[config.mk]
export PLATFORM = sky130hd
export DESIGN_NAME = ram_arbiter
export DESIGN_NICKNAME = d
export VERILOG_FILES = /design/src/rtl/ram_arbiter.sv
export SDC_FILE = /design/constraint.sdc
export NUM_CORES = 1
export LEC_CHECK = 0
export CAP_MARGIN = 20
export CORE_ASPECT_RATIO = 1.2
export CORE_MARGIN = 10
export CORE_UTILIZATION = 29
export CTS_BUF_LIST = sky130_fd_sc_hd__clkbuf_8
export DETAILED_ROUTE_END_ITERATION = 12
export PLACE_DENSITY = 0.81
export SLEW_MARGIN = 20
export SYNTH_ARGS = -nofsm -noshare
export SYNTH_HDL_FRONTEND = slang
export SYNTH_SLANG_ARGS = --single-unit
[constraint.sdc]
create_clock -name clk -period 4.05 [get_ports clk]
set_input_delay 0.6075 -clock clk [delete_from_list [all_inputs] [get_ports clk]]
set_output_delay 0.6075 -clock clk [all_outputs]
set_load 0.02 [all_outputs]
[src/rtl/ram_arbiter.sv]
// Two-port round-robin arbiter in front of a single synchronous data RAM.
// Port 0 is the CPU load/store path, port 1 the UART debug loader; bounded burst lock.
`timescale 1ns/1ps
module ram_arbiter #(
  parameter int LOCK_MAX = 16,
  parameter int CNT_W    = 5
) (
  input  logic        clk,
  input  logic        rst,
  input  logic        m0_req_i,
  input  logic        m0_we_i,
  input  logic [3:0]  m0_sel_i,
  input  logic [31:0] m0_addr_i,
  input  logic [31:0] m0_wdata_i,
  input  logic        m0_lock_i,
  output logic        m0_gnt_o,
  output logic        m0_rvalid_o,
  output logic [31:0] m0_rdata_o,
  input  logic        m1_req_i,
  input  logic        m1_we_i,
  input  logic [3:0]  m1_sel_i,
  input  logic [31:0] m1_addr_i,
  input  logic [31:0] m1_wdata_i,
  input  logic        m1_lock_i,
  output logic        m1_gnt_o,
  output logic        m1_rvalid_o,
  output logic [31:0] m1_rdata_o,
  output logic [3:0]  ram_wen_o,
  output logic [31:0] ram_waddr_o,
  output logic [31:0] ram_wdata_o,
  output logic        ram_ren_o,
  output logic [31:0] ram_raddr_o,
  input  logic [31:0] ram_rdata_i,
  output logic [1:0]  dbg_state_o,
  output logic        dbg_last_owner_o
);

  // Handshake: a port raises req with a stable command; the command is taken in the
  // cycle gnt is high (same cycle, combinational). Read data returns one cycle later
  // with rvalid; there is no back-pressure on the read return.

  typedef enum logic [1:0] {IDLE = 2'd0, OWN0 = 2'd1, OWN1 = 2'd2} arb_state_t;

  arb_state_t       state_q, state_d;
  logic             last_owner_q, last_owner_d;
  logic [CNT_W-1:0] lock_cnt_q, lock_cnt_d;
  logic             rd_pend_q, rd_owner_q;
  logic [31:0]      rdata0_q, rdata1_q;

  logic        any_req, lock_act, winner, other_req;
  logic        win_we, win_lock;
  logic [3:0]  win_sel;
  logic [31:0] win_addr, win_wdata;

  always_comb begin
    any_req      = (m0_req_i | m1_req_i) & ~rst;
    lock_act     = (last_owner_q ? (m1_req_i & m1_lock_i) : (m0_req_i & m0_lock_i))
                   && (lock_cnt_q < CNT_W'(LOCK_MAX));
    winner       = m1_req_i;
    if (m0_req_i && m1_req_i) winner = lock_act ? last_owner_q : ~last_owner_q;

    other_req    = winner ? m0_req_i : m1_req_i;
    win_we       = winner ? m1_we_i    : m0_we_i;
    win_lock     = winner ? m1_lock_i  : m0_lock_i;
    win_sel      = winner ? m1_sel_i   : m0_sel_i;
    win_addr     = winner ? m1_addr_i  : m0_addr_i;
    win_wdata    = winner ? m1_wdata_i : m0_wdata_i;

    m0_gnt_o     = any_req & ~winner;
    m1_gnt_o     = any_req & winner;
    ram_wen_o    = 4'b0000;
    ram_waddr_o  = '0;
    ram_wdata_o  = '0;
    ram_ren_o    = 1'b0;
    ram_raddr_o  = '0;
    if (any_req && win_we) begin
      ram_wen_o   = win_sel;
      ram_waddr_o = win_addr;
      ram_wdata_o = win_wdata;
    end else if (any_req) begin
      ram_ren_o   = 1'b1;
      ram_raddr_o = win_addr;
    end

    state_d      = IDLE;
    last_owner_d = last_owner_q;
    if (any_req) begin
      state_d      = winner ? OWN1 : OWN0;
      last_owner_d = winner;
    end

    // A grant that changes ownership starts a new locked run at 1, so the waiting
    // port sees at most LOCK_MAX consecutive grants to the other side.
    lock_cnt_d = '0;
    if (any_req && win_lock) begin
      if (winner != last_owner_q) lock_cnt_d = other_req ? CNT_W'(1) : '0;
      else if (other_req)         lock_cnt_d = lock_cnt_q + CNT_W'(1);
      else                        lock_cnt_d = lock_cnt_q;
    end
  end

  assign m0_rvalid_o      = rd_pend_q & ~rd_owner_q;
  assign m1_rvalid_o      = rd_pend_q & rd_owner_q;
  assign m0_rdata_o       = m0_rvalid_o ? ram_rdata_i : rdata0_q;
  assign m1_rdata_o       = m1_rvalid_o ? ram_rdata_i : rdata1_q;
  assign dbg_state_o      = state_q;
  assign dbg_last_owner_o = last_owner_q;

  always_ff @(posedge clk or posedge rst) begin
    if (rst) begin
      state_q      <= IDLE;
      last_owner_q <= 1'b1;
      lock_cnt_q   <= '0;
      rd_pend_q    <= 1'b0;
      rd_owner_q   <= 1'b0;
      rdata0_q     <= '0;
      rdata1_q     <= '0;
    end else begin
      state_q      <= state_d;
      last_owner_q <= last_owner_d;
      lock_cnt_q   <= lock_cnt_d;
      rd_pend_q    <= any_req & ~win_we;
      rd_owner_q   <= winner;
      if (m0_rvalid_o) rdata0_q <= ram_rdata_i;
      if (m1_rvalid_o) rdata1_q <= ram_rdata_i;
    end
  end

endmodule

### Word level (Yosys, flattened, before mapping)

Index checks and enable logic that the tools add are counted.

| word-level totals | value |
|---|---|
| bits in registers | 74 |
| input bits | 176 |

| cells by class | value |
|---|---|
| $add $sub $neg | 1 |
| magnitude comparators | 1 |
| equal/unequal tests | 2 |
| muxes and demuxes | 24 |
| bitwise gates (word level) | 14 |
| reduce and logical (&&, ||, !) cells | 4 |

Operators with widths:

| kind | number |
|---|---|
| 2-to-1 mux 32 bit | 8 |
| 2-to-1 mux 5 bit | 3 |
| 2-to-1 mux 1 bit | 9 |
| AND 1 bit | 8 |
| 2-to-1 mux 4 bit | 2 |
| adder 5 x 1 -> 5 bit (second input constant) | 1 |
| < comparator 5 bit (second input constant) | 1 |
| inverter 1 bit | 5 |
| logical AND 1 bit | 4 |
| 2-to-1 mux 2 bit | 2 |
| != test 3 x 2 -> 1 bit (second input constant) | 1 |
| != test 1 bit | 1 |
| bitwise OR 1 bit | 1 |

### Logic depth before layout (Yosys ltp)

| logic depth | value |
|---|---|
| depth after elaboration | 9 |
| gate-level depth with buffers | 6 |
| gate-level depth less buffers | 4 |

### Worst setup path before layout

OpenSTA, ideal clock, no wires.

| timing | value |
|---|---|
| path type | input-to-output |
| from | input rst |
| to | output ram_raddr_o[21] |
| data arrival time | 3476 ps |
| path slack | -34 ps |
| cell stages on the path | 5 |
| path buffers | 1 |
| cell sequence | inv_1 nand2_1 nor3_1 clkbuf_1 a22o_1 |

| on the way | value |
|---|---|
| longest elaborated chain between the ends | 4 |

RTL lines:

| element | line | source |
|---|---|---|
| from (decl) | 9 | `input logic rst,` |
| inverter 1 bit * | 56 | `any_req = (m0_req_i \| m1_req_i) & ~rst;` |
| AND 1 bit * | 56 |  |
| 2-to-1 mux 32 bit / logical AND 1 bit (equally long branches) | 80, 76 |  |
| 2-to-1 mux 32 bit * | 76 | `if (any_req && win_we) begin` |
| to (decl) | 32 | `output logic [31:0] ram_raddr_o,` |

Every way passes the cells marked *; elsewhere a longest branch is shown, timed or not.

### Worst setup path in the final report

| timing | value |
|---|---|
| from | input m0_lock_i |
| to | output ram_wdata_o[14] |

| on the way | value |
|---|---|
| longest elaborated chain between the ends | 8 |

RTL lines:

| element | line | source |
|---|---|---|
| from (decl) | 15 | `input logic m0_lock_i,` |
| AND 1 bit * | 57 | `lock_act = (last_owner_q ? (m1_req_i & m1_lock_i) : (m0_req_i & m0_lock_i))` |
| 2-to-1 mux 1 bit * | 57 |  |
| logical AND 1 bit * | 58 | `&& (lock_cnt_q < CNT_W'(LOCK_MAX));` |
| 2-to-1 mux 1 bit * (2 in a row) | 60 | `if (m0_req_i && m1_req_i) winner = lock_act ? last_owner_q : ~last_owner_q;` |
| 2-to-1 mux 1 bit | 63 | `win_we = winner ? m1_we_i : m0_we_i;` |
| logical AND 1 bit | 76 |  |
| 2-to-1 mux 32 bit * | 76 |  |
| to (decl) | 30 | `output logic [31:0] ram_wdata_o,` |

Marks and branches as above.

==> results_tabular.tex <==
\begin{tabular}{lr}
\hline
Metric & Value \\
\hline
\multicolumn{2}{l}{\textbf{Critical path}} \\
Category of the worst setup path launch point & primary input \\
Setup crit start & m0\_lock\_i \\
Standard cell with the maximum stage delay on the critical path & sky130\_fd\_sc\_hd\_\_clkdlybuf4s50\_1 \\
Required time of the critical path & 3.44 ns \\
Largest delay share family, worst path & buffers and inverters \\
Worst setup path category & in2out \\
Combined buffer and inverter count along the critical path & 3 \\
Most numerous cell on the critical path & sky130\_fd\_sc\_hd\_\_clkdlybuf4s50\_1 \\
Arrival @ worst endpoint & 3.14 ns \\
Endpoint kind of the worst setup timing path & output port \\
Ordered cell list for the critical path & clkdlybuf4s50\_1 -> and2b\_1 -> a221oi\_2 -> nor3b\_4 -> buf\_12 -> a22o\_1 -> clkdlybuf4s50\_1 \\
Critical register-to-register path startpoint & dbg\_last\_owner\_o \\
Biggest fanout along the worst timing path & 48 \\
Delay contributed by the slowest stage of the critical path & 0.64 ns \\
\multicolumn{2}{l}{\textbf{CTS}} \\
\# H-tree levels & 3 \\
Clock-pin slew on the worst setup and hold paths & 0.07 ns \\
Root Buffer Master & sky130\_fd\_sc\_hd\_\_clkbuf\_8 \\
CTS resizes & 0 \\
CTS sink count & 74 \\
Number of buffers on the longest clock path & 2 \\
Number of buffers created by CTS & 9 \\
Clock tree from TritonCTS & built \\
Setup fix buffers added after clock tree synthesis & 0 \\
Hold-fix buffers at CTS & 0 \\
Clock Latency Late Sink & 0.35 ns \\
\multicolumn{2}{l}{\textbf{Placement}} \\
HPWL Detailed & 19.3 mm \\
Dpl ws & 0.0915 ns \\
Final GP Congestion & 0.942 \\
Total placed cells including tap cells & 819 \\
Count of port buffers added during placement & 347 \\
\multicolumn{2}{l}{\textbf{Routing}} \\
Residual DRC & 0 \\
Total wire length after detailed routing & 22.5 mm \\
Router iterations before antenna repair & 4 \\
Count of vias placed by the detailed router & 4,285 \\
Post-route ant nets & 0 \\
Routed len/inst & 26.9 um \\
DR iter-0 viols & 154 \\
Via count normalized by instance count & 5.12 \\
\multicolumn{2}{l}{\textbf{Timing}} \\
Setup tns final & 0 ns \\
RSZ-0062 raised after global routing & no \\
Finish-stage setup viols & 0 \\
Worst slew pin tran & 1.01 ns \\
Period minus WS final & 3.74 ns \\
Final-report max-slew violation count & 0 \\
PnR worst setup slack & 0.307 ns \\
Final count of hold timing violations & 0 \\
Max transition margin & 0.322 \\
Final Cycle Share & 0.924 \\
Final Skew & 0.00878 ns \\
Max frequency & 267 MHz \\
\multicolumn{2}{l}{\textbf{Global route}} \\
GRT overflow & 0 \\
Via count of the first global-routing pass & 4,746 \\
Gr usage total & 0.230 \\
Wire length of the first global-routing pass & 32.4 mm \\
Initial antenna violation count & 3 \\
Pin count of the biggest net entering global routing & 76 \\
\multicolumn{2}{l}{\textbf{Finish}} \\
Post-Layout Cell Count & 837 \\
Share of cells above drive strength 1 & 0.196 \\
Area of combinational cells with multiple inputs & 1950 um2 \\
Post-layout nets & 840 \\
Filler instances & 1,125 \\
Storage cell area & 1850 um2 \\
Synth-to-layout area growth & 99.2\% \\
\multicolumn{2}{l}{\textbf{Pwr}} \\
Max IR drop VDD & 0.000314 V \\
Net switching power & 1.06 mW \\
Power density relative to cell area & 400 nW/um2 \\
Sequential share of power & 0.318 \\
Leakage component of the power & 3.17 nW \\
P\_int & 2.07 mW \\
Proportion of power drawn by combinational gates & 0.477 \\
Switching Fraction & 0.338 \\
Clock group share of total power & 0.205 \\
Post-route total power & 3.13 mW \\
\multicolumn{2}{l}{\textbf{Synthesis}} \\
Sequential area share after synthesis & 0.472 \\
Cell with the most instances after synthesis & sky130\_fd\_sc\_hd\_\_a22o\_1 \\
Syn Std Cell Area & 3930 um2 \\
Cell count after synthesis & 323 \\
Biggest area contributors in the synthesized netlist & sky130\_fd\_sc\_hd\_\_dfrtp\_1, sky130\_fd\_sc\_hd\_\_a22o\_1, sky130\_fd\_sc\_hd\_\_mux2\_2, sky130\_fd\_sc\_hd\_\_buf\_2, sky130\_fd\_sc\_hd\_\_clkbuf\_1 \\
Dominant register cell in the synthesized netlist & sky130\_fd\_sc\_hd\_\_dfrtp\_1 \\
Count of state elements after synthesis & 74 \\
Post-synth top area cell & sky130\_fd\_sc\_hd\_\_dfrtp\_1 \\
Distinct cells, synth & 33 \\
Synth async-reset ratio & 1.00 \\
Syn Nets & 500 \\
Top cells by instance count after synthesis & sky130\_fd\_sc\_hd\_\_a22o\_1, sky130\_fd\_sc\_hd\_\_dfrtp\_1, sky130\_fd\_sc\_hd\_\_mux2\_2 \\
Number of warnings reported in the yosys synthesis log & 0 \\
Synth top area share & 0.465 \\
Syn\_area\_per\_cell & 12.2 um2 \\
Post-synth EDFFs & 0 \\
\multicolumn{2}{l}{\textbf{Run}} \\
Number of violations of the max-capacitance limit & 0 \\
\multicolumn{2}{l}{\textbf{Die}} \\
Initial core utilization & 0.297 \\
Die Wd & 126 um \\
Total number of placement rows & 46 \\
Die area & 18,600 um2 \\
Vert. Die Dim & 147 um \\
Io pins & 348 \\
Total core area & 13,200 um2 \\
\multicolumn{2}{l}{\textbf{Worst hold path}} \\
Type of the most critical hold path & reg2reg \\
Startpoint of the tightest hold check path & rdata0\_q[1] \\
\multicolumn{2}{l}{\textbf{Status}} \\
Outcome & completed \\
\hline
\end{tabular}
## final timing paths
kind | endpoint | slack, ns | cells after the start
worst max-delay path | ram_wdata_o[14] | 0.31 | 7
worst min-delay path | rdata0_q[1] | 0.50 | 1
worst max register to register | rd_pend_q | 1.61 | 6
worst min register to register | rdata0_q[1] | 0.50 | 1
max in group asynchronous | rdata1_q[23] | 2.43 | 3
min in group asynchronous | dbg_state_o[0] | 0.99 | 3
## cells by family (layout without fill, tap and decap cells)
family | count (synthesis) | after routing | share of synthesized area
other | 0 | 1 | 0
AND/OR/NAND/NOR | 32 | 33 | 0.0456
adder cells (fa/ha/maj) | 1 | 1 | 0.00319
flip-flops | 74 | 74 | 0.472
AO/OA/AOI/OAI | 115 | 115 | 0.249
multiplexers | 64 | 64 | 0.183
XOR/XNOR | 2 | 2 | 0.00446
buffers and inverters | 35 | 379 | 0.0424
## routing by layer
layer / up-vias / wire length [um] / track usage / share of wire
met4: 4 / 357 / 0.0542 / 0.016
met2: 267 / 11000 / 0.391 / 0.49
met3: 21 / 2610 / 0.109 / 0.12
li1: 1935 / - / - / -
met5: - / 27 / 0 / 0.0012
met1: 2058 / 8500 / 0.253 / 0.38
## power by group through the flow
stage	Combinational (mW)	Clock [mW]	Sequential, mW
after floorplan	0.696	0	0.986
after global placement	1.48	0	0.993
after detailed placement	1.51	0	1.01
after CTS	1.51	0.657	0.996
after global routing	1.57	0.695	1.01
final	1.49	0.642	0.995
## metrics by stage
step / util / cell area [um2] / hold WS, ns
3_3_place_gp: 0.573 / 7580 / 0.478
6_report: 0.591 / 7820 / 0.498
2_1_floorplan: - / 3930 / 0.497
5_1_grt: 0.591 / 7820 / 0.509
3_5_place_dp: 0.573 / 7580 / 0.481
4_1_cts: 0.590 / 7810 / 0.500
## layout by cell type (no fill, tap or decap), types with 2 or more instances in the layout
cell | Yosys | layout
sky130_fd_sc_hd__inv_1 | 5 | 5
sky130_fd_sc_hd__nand3b_1 | 2 | 2
sky130_fd_sc_hd__xor2_1 | 2 | 2
sky130_fd_sc_hd__buf_4 | 1 | 35
sky130_fd_sc_hd__clkdlybuf4s50_1 | 0 | 317
sky130_fd_sc_hd__nor3b_4 | 0 | 2
sky130_fd_sc_hd__bufinv_16 | 0 | 2
sky130_fd_sc_hd__o22ai_1 | 2 | 2
sky130_fd_sc_hd__a31oi_1 | 2 | 2
sky130_fd_sc_hd__a21oi_1 | 4 | 4
sky130_fd_sc_hd__mux2_2 | 64 | 64
sky130_fd_sc_hd__clkinvlp_4 | 0 | 2
sky130_fd_sc_hd__nand2_1 | 6 | 6
sky130_fd_sc_hd__dfrtp_1 | 73 | 73
sky130_fd_sc_hd__o21ai_0 | 3 | 3
sky130_fd_sc_hd__nor2_1 | 7 | 7
sky130_fd_sc_hd__nand3_1 | 6 | 6
sky130_fd_sc_hd__a22o_1 | 100 | 100
sky130_fd_sc_hd__clkbuf_8 | 0 | 10
sky130_fd_sc_hd__buf_12 | 0 | 6
## final cells by class
cell class | count | share of cell area
antenna | 1 | 0.000320
clock buffer | 10 | 0.0176
clock inverter | 6 | 0.0114
inverter | 5 | 0.00288
multi-input combinational | 215 | 0.250
sequential | 74 | 0.237
tap | 168 | 0.0269
timing repair buffer | 358 | 0.455
## registers in the layout, indices dropped and copies added (netlist names)
signal and flops:
rdata0_q 32, lock_cnt_q 5, dbg_last_owner_o 1, rd_owner_q 1, rd_pend_q 1, rdata1_q 32
dbg_state_o 2
(Power assumes the default switching activity.)
